==> config.mk <==
export PLATFORM = sky130hd
export DESIGN_NAME = rsync_level
export DESIGN_NICKNAME = d
export VERILOG_FILES = /design/src/rtl/fifo_pkg.sv /design/src/rtl/sync_chain.sv /design/src/rtl/rsync_level.sv
export SDC_FILE = /design/constraint.sdc
export NUM_CORES = 1
export LEC_CHECK = 0
export ABC_AREA = 1
export CAP_MARGIN = 20
export CORE_MARGIN = 3
export CORE_UTILIZATION = 25
export CTS_CLUSTER_DIAMETER = 60
export DETAILED_ROUTE_END_ITERATION = 10
export REMOVE_ABC_BUFFERS = 1
export SLEW_MARGIN = 25
export SYNTH_ARGS = -nofsm -noshare
export SYNTH_HDL_FRONTEND = slang
export SYNTH_SLANG_ARGS = --single-unit
==> constraint.sdc <==
create_clock -name rclk -period 1.9 [get_ports rclk]
set_clock_uncertainty 0.1 [all_clocks]
set_input_delay 0.475 -clock rclk [delete_from_list [all_inputs] [get_ports rclk]]
set_output_delay 0.475 -clock rclk [all_outputs]
set_load 0.01 [all_outputs]
==> src/rtl/fifo_pkg.sv <==
// Shared FIFO pointer constants and gray/binary conversion helpers,
// used by the write-side, read-side and level logic.
package fifo_pkg;

  localparam int PTR_WIDTH_DEF = 3;
  localparam int DEPTH_DEF     = 1 << PTR_WIDTH_DEF;
  localparam int SYNC_DEF      = 2;
  localparam int PTR_MAX_W     = 32;

  // Callers zero-extend; leading zeros convert to zeros in both directions.
  function automatic logic [PTR_MAX_W-1:0] gray2bin(
    input logic [PTR_MAX_W-1:0] g
  );
    logic [PTR_MAX_W-1:0] b;
    b[PTR_MAX_W-1] = g[PTR_MAX_W-1];
    for (int i = PTR_MAX_W-2; i >= 0; i--) begin
      b[i] = b[i+1] ^ g[i];
    end
    return b;
  endfunction

  function automatic logic [PTR_MAX_W-1:0] bin2gray(
    input logic [PTR_MAX_W-1:0] b
  );
    return b ^ (b >> 1);
  endfunction

endpackage

==> src/rtl/sync_chain.sv <==
// Multi-flop synchronizer: STAGES plain flops, no logic between them.
// Shared by the write->read and read->write pointer crossings.
module sync_chain #(
  parameter int WIDTH  = 4,
  parameter int STAGES = 2
) (
  input  logic             clk_i,
  input  logic             rst_ni,
  input  logic [WIDTH-1:0] d_i,
  output logic [WIDTH-1:0] q_o
);

  logic [WIDTH-1:0] stg_q [STAGES];

  always_ff @(posedge clk_i or negedge rst_ni) begin
    if (!rst_ni) begin
      for (int i = 0; i < STAGES; i++) begin
        stg_q[i] <= '0;
      end
    end else begin
      stg_q[0] <= d_i;
      for (int i = 1; i < STAGES; i++) begin
        stg_q[i] <= stg_q[i-1];
      end
    end
  end

  assign q_o = stg_q[STAGES-1];

endmodule

==> src/rtl/rsync_level.sv <==
// Read-side write-pointer sync, occupancy level and error flags.
// Optional saturating underflow counter: RSYNC_UNDERFLOW_CNT_EN.
module rsync_level
  import fifo_pkg::*;
#(
  parameter int PTR_WIDTH     = PTR_WIDTH_DEF,
  parameter int SYNC_STAGES   = SYNC_DEF,
  parameter int AEMPTY_THRESH = 2
) (
  input  logic               rclk,
  input  logic               rrst_n,
  input  logic [PTR_WIDTH:0] g_wptr,
  input  logic [PTR_WIDTH:0] b_rptr,
  input  logic               r_en,
  input  logic               empty,
  input  logic               clr_sticky,
  output logic [PTR_WIDTH:0] g_wptr_sync,
  output logic [PTR_WIDTH:0] b_wptr_sync,
  output logic [PTR_WIDTH:0] rd_level,
  output logic               almost_empty,
  output logic               underflow,
  output logic               underflow_sticky,
  output logic               ptr_err_sticky
`ifdef RSYNC_UNDERFLOW_CNT_EN
  ,
  output logic [7:0]         underflow_cnt
`endif
);

  localparam int PW = PTR_WIDTH + 1;
  localparam logic [PW-1:0] DEPTH = PW'(1 << PTR_WIDTH);
  localparam logic [PW-1:0] AE_T  = PW'(AEMPTY_THRESH);

  logic [PW-1:0]        b_wptr_q;
  logic [PW-1:0]        b_wptr_d;
  logic [PW-1:0]        level_q;
  logic [PW-1:0]        diff;
  logic [PTR_MAX_W-1:0] g2b;
  logic                 ptr_err_ev;
  logic                 uf_ev;
  logic                 uf_q;
  logic                 uf_stk_q;
  logic                 err_stk_q;

  sync_chain #(
    .WIDTH  (PW),
    .STAGES (SYNC_STAGES)
  ) u_wptr_sync (
    .clk_i  (rclk),
    .rst_ni (rrst_n),
    .d_i    (g_wptr),
    .q_o    (g_wptr_sync)
  );

  assign g2b        = gray2bin(PTR_MAX_W'(g_wptr_sync));
  assign b_wptr_d   = g2b[PW-1:0];
  assign diff       = b_wptr_q - b_rptr;
  assign ptr_err_ev = diff > DEPTH;
  assign uf_ev      = r_en & empty;

  always_ff @(posedge rclk or negedge rrst_n) begin
    if (!rrst_n) begin
      b_wptr_q  <= '0;
      level_q   <= '0;
      uf_q      <= 1'b0;
      uf_stk_q  <= 1'b0;
      err_stk_q <= 1'b0;
    end else begin
      b_wptr_q  <= b_wptr_d;
      // An impossible occupancy keeps the last trusted level.
      if (!ptr_err_ev) level_q <= diff;
      uf_q      <= uf_ev;
      uf_stk_q  <= uf_ev | (uf_stk_q & ~clr_sticky);
      err_stk_q <= ptr_err_ev | (err_stk_q & ~clr_sticky);
    end
  end

`ifdef RSYNC_UNDERFLOW_CNT_EN
  logic [7:0] cnt_q;

  always_ff @(posedge rclk or negedge rrst_n) begin
    if (!rrst_n) begin
      cnt_q <= '0;
    end else if (clr_sticky) begin
      cnt_q <= '0;
    end else if (uf_ev && cnt_q != 8'hff) begin
      cnt_q <= cnt_q + 8'd1;
    end
  end

  assign underflow_cnt = cnt_q;
`endif

  assign b_wptr_sync      = b_wptr_q;
  assign rd_level         = level_q;
  assign almost_empty     = level_q <= AE_T;
  assign underflow        = uf_q;
  assign underflow_sticky = uf_stk_q;
  assign ptr_err_sticky   = err_stk_q;

endmodule

=== Yosys cells after proc, flatten, opt, wreduce, memory -nomap -nowiden ===
Cells that the tools add are included.

* Register bits: 19
* Logic and storage cells: 19

* $add $sub $neg: 1
* Magnitude comparators: 2
* Bitwise gates (word level): 9

{| class="wikitable"
|+ Operator list
! operator !! number
|-
| $gt A4 B4 Y1 const B || 1
|-
| $le A4 B2 Y1 const B || 1
|-
| $sub A4 B4 Y4 || 1
|-
| $and A1 B1 Y1 || 3
|-
| $xor A1 B1 Y1 || 3
|-
| $or A1 B1 Y1 || 2
|-
| $not A1 Y1 || 1
|}

=== Logic depth before layout (Yosys ltp) ===
* Depth after elaboration: 3
* Depth in mapped cells: 11

=== Modules after synthesis ===
A second synthesis with hierarchy kept.

* Cells, all modules: 79
* Area total of the unflattened synthesis: 862.1 um2

{| class="wikitable"
|+ By module, submodules not included
! module !! instances !! cells each !! area an instance (um2) !! sequential area each (um2)
|-
| rsync_level || 1 || 67 || 631.9 || 275.3
|-
| sync_chain || 1 || 12 || 230.2 || 200.2
|}

=== Worst setup path after synthesis ===
Ideal clock, no wire load.

* Path kind: in2reg
* Start point: in b_rptr[0]
* End point: reg err_stk_q, in the netlist ptr_err_sticky
* Library setup time: 0.123 ns
* Arrival: 1.538 ns
* Data required time: 1.677 ns
* Slack: 0.139 ns
* Stages on the path: 7
* Cells stage by stage: ha_1 inv_2 fa_1 nor2_1 nand2_1 nand3_1 o21ai_1

* Cells in the longest elaborated chain, start to end: 3

{| class="wikitable"
|+ Ends and longest elaborated chain
! item !! line !! source
|-
| from (decl) || rsync_level.sv:13 || <nowiki>input logic [PTR_WIDTH:0] b_rptr,</nowiki>
|-
| $sub A4 B4 Y4 || rsync_level.sv:57 || <nowiki>assign diff = b_wptr_q - b_rptr;</nowiki>
|-
| via diff[1] || rsync_level.sv:37 || <nowiki>logic [PW-1:0] diff;</nowiki>
|-
| $gt A4 B4 Y1 || rsync_level.sv:58 || <nowiki>assign ptr_err_ev = diff > DEPTH;</nowiki>
|-
| $or A1 B1 Y1 || rsync_level.sv:74 || <nowiki>err_stk_q <= ptr_err_ev | (err_stk_q & ~clr_sticky);</nowiki>
|-
| to (signal assigned) || rsync_level.sv:74 ||
|-
| to (decl) || rsync_level.sv:43 || <nowiki>logic err_stk_q;</nowiki>
|}

The timed path passes the listed nets, and every way through them passes these cells.
A chain may end at the register's enable or synchronous reset.

=== Worst setup path in the final report ===
* Start point: reg u_wptr_sync.stg_q (netlist bit u_wptr_sync.q_o[1])
* End point: out g_wptr_sync[1]

{| class="wikitable"
|+ RTL lines
! item !! line !! source
|-
| from (decl) || sync_chain.sv:13 || <nowiki>logic [WIDTH-1:0] stg_q [STAGES];</nowiki>
|-
| from (signal, indexed assignment) || sync_chain.sv:23 || <nowiki>stg_q[i] <= stg_q[i-1];</nowiki>
|-
| to (decl) || rsync_level.sv:17 || <nowiki>output logic [PTR_WIDTH:0] g_wptr_sync,</nowiki>
|}

No word-level cell between the ends.

==> impl_metrics.ini <==
[outcome]
status = finished, final reports clean

[detailed_routing]
drt_iter0_drc = 1
wire_per_inst_um = 10.58
vias_per_cell = 3.926
detail-route-antenna-nets = 0
drc_errors = 0
routed_wl_um = 1725
drtPass1Iterations = 2
via_count = 640

[floorplan]
fp.dieArea_um2 = 4200
die_w_um = 64.81
fp.dieH_um = 64.81
num_rows = 20
ios = 29
start_util_pct = 27.20
placeableCoreArea_um2 = 3178

[critical_path]
worstSetupStartpointType = flop
r2r_cells = 8
crit_chain = clkdlybuf4s50_1
r2r_setup_slack_ns = 0.13
r2r_end = rd_level[3]
cp_top_family = buffers and inverters
critPathBufInv = 1
cp_slowest_cell = clkdlybuf4s50_1
arrival_ns = 1.26
criticalPathCategory = reg2out
cp_max_fo = 3
slowest_delay_ns = 0.55
crit_required_ns = 1.32
r2r-start = b_wptr_sync[0]
end_kind = output pin

[placement]
dp_hpwl_um = 1314
placed_area_um2 = 1222
dp.cells = 154
place.gp.congestion = 0.8200
pre_cts_slack_ns = -0.4237
io_buffers = 28

[synthesis]
ys_warn_count = 0
synth-simple-area-share_pct = 19.39
synth_largest_area_cell = dfrtp_1
synth_xor_area_share_pct = 6.657
synthMuxAreaShare_pct = 0
netlist_area_um2 = 864.6
netlist_top_cells_count = dfrtp_1, nand2_1, inv_1, nand3_1
synth_edf_count = 0
synth.avg_cell_area_um2 = 10.94
synthFlopType = dfrtp_1
yosysTopAreaCellShare_pct = 54.99
synthAdderAreaFrac_pct = 6.657
synth_compound_area_share_pct = 2.750
synthDistinctLibCells = 21
ys_ff_latch = 19
async_flop_share_pct = 100.0
seq_area_frac_synth_pct = 54.99
synth_top_family_by_area = simple AND/OR/NAND/NOR gates
postSynthCellCount = 79
synth.area.top_cells = dfrtp_1, nand2_1, nand2_4, inv_1, ha_1
yosysMostFrequentCell = dfrtp_1

[sta]
fmax_mhz = 546.1
final-hold-violation-count = 0
timing.final.ws_setup_ns = 0.06891
tightestPinTransition_ns = 0.2397
setup_viol = 0
finalCritPeriodShare_pct = 96.37
slew_headroom_pct = 84.02
drv_slew = 0
fin_crit_ns = 1.831

[global_routing]
gr-usage-met2_pct = 13.92
grt_use_total_pct = 8.971
grt_busiest_layer = met2
grt_max_degree = 20
antenna_found_initial = 0
grt_pass1_vias = 691
grt_use_met1_pct = 10.65
gr-usage-met3_pct = 3.813
grt-ovfl-total = 0
grt_pass1_wl_um = 2960

[power]
power_frac_seq_pct = 40.5
combPwrFrac_pct = 42.6
cellPowerDensity_nw_per_um2 = 922.1
total_power_mw = 1.233
vdd_ir_drop_max_mv = 0.4547
power.leakage_nw = 0.7005
p_sw_share_pct = 32.67
pwr-share-clk_pct = 16.8
p_sw_mw = 0.4030
p_int_mw = 0.8304

[clocking]
cts_buffer_depth = 2
clockRootBuffer = clkbuf_4
clk_latency_ns = 0.30
cts_max_level = 1
clkSlewWorstSetupHoldPaths_ns = 0.11
clock_sinks = 19
cts_tree = built
cts_made_buffers = 3
hold_buffers = 0

[layout]
syn_to_final_growth_pct = 54.70
fin_area_um2 = 1338
drive_gt1_share_pct = 31.93
fillers = 340
n_antenna_cell = 0
final_cells = 163
fin_nets = 137

[hold_path]
whs_path_depth = 0
min_path_type = reg2reg
hold_end = u_wptr_sync.q_o[3]
min-delay-start = u_wptr_sync.stg_q[7]

[flow_run]
timing.max_cap.violations = 0
-- final cells by class --
class	count	area, µm²	area share (%)
sequential	19	475.5	35.55
clock buffer	3	22.52	1.684
multi-input combinational	42	350.3	26.19
clock inverter	1	7.507	0.5613
tap	44	55.05	4.116
inverter	14	52.55	3.929
timing repair buffer	40	374.1	27.97
-- worst max-delay path by stage --
| stage | from | to | slack [ns] | cells past startpoint |
|---|---|---|---|---|
| after global placement | b_rptr[0] | ptr_err_sticky | -0.35 | 8 |
| after CTS | rd_level[1] | rd_level[1] | 0.004 | 2 |
| after global routing | rd_level[1] | almost_empty | -0.009 | 4 |
| after floorplan | b_rptr[0] | ptr_err_sticky | 0.14 | 7 |
| final | u_wptr_sync.q_o[1] | g_wptr_sync[1] | 0.07 | 1 |
| after detailed placement | b_rptr[0] | ptr_err_sticky | -0.42 | 8 |
-- kinds of logic after synthesis --
| kind of cell | after synthesis |
|---|---|
| flops | 19 |
| buf+inv | 18 |
| compound gates | 4 |
| fa+ha+maj | 4 |
| xor+xnor | 4 |
| simple gates | 30 |
-- per-stage QoR --
| stage | hold slack (ns) | util [%] | setup TNS, ns |
|---|---|---|---|
| final | 0.2606 | 42.09 | 0 |
| after global routing | 0.2777 | 42.09 | -0.01011 |
| after CTS | 0.2626 | 40.04 | 0 |
| after detailed placement | 0.2347 | 38.46 | -1.880 |
| after global placement | 0.2333 | 38.46 | -1.667 |
| after floorplan | 0.07941 | - | 0 |
-- routing by layer --
metal	vias to the layer above	part of all wire, %
met3	5	9.7
met5	-	0
met1	291	40
met2	25	48
met4	0	2.3
li1	319	-
-- power by group through the flow --
stage / logic, mW / clock network (mW) / registers [mW]
floorplan: 0.192 / 0 / 0.539
global placement: 0.484 / 0 / 0.511
detailed placement: 0.491 / 0 / 0.512
CTS: 0.495 / 0.216 / 0.504
global route: 0.580 / 0.241 / 0.512
finish: 0.526 / 0.208 / 0.500
-- state kept, by name (all words and copies together), names as in the netlist --
register and count:
b_wptr_sync 4, rd_level 4, u_wptr_sync.q_o 4, u_wptr_sync.stg_q 4, ptr_err_sticky 1, underflow 1, underflow_sticky 1
-- cell usage in the layout (no fill, tap or decap), drive strengths merged --
| cell | instances |
|---|---|
| inv | 14 |
| nand3 | 6 |
| dlygate4sd2 | 1 |
| a21oi | 1 |
| ha | 3 |
| xor2 | 1 |
| buf | 12 |
| clkinvlp | 1 |
| a211o | 1 |
| or2 | 1 |
| clkdlybuf4s50 | 22 |
| nor2 | 3 |
| xnor2 | 2 |
| dlymetal6s2s | 4 |
| clkbuf | 4 |
| fa | 1 |
| nand2 | 20 |
| o21ai | 2 |
| xor3 | 1 |
| dfrtp | 19 |
-- repair_timing --
action	CTS	global route
endpoints found under the hold margin	0	0
resized for setup	5	12
setup endpoints to repair	7	12
buffers inserted	1	4
pin swaps	5	1
Power figures use the tool's default switching activity.
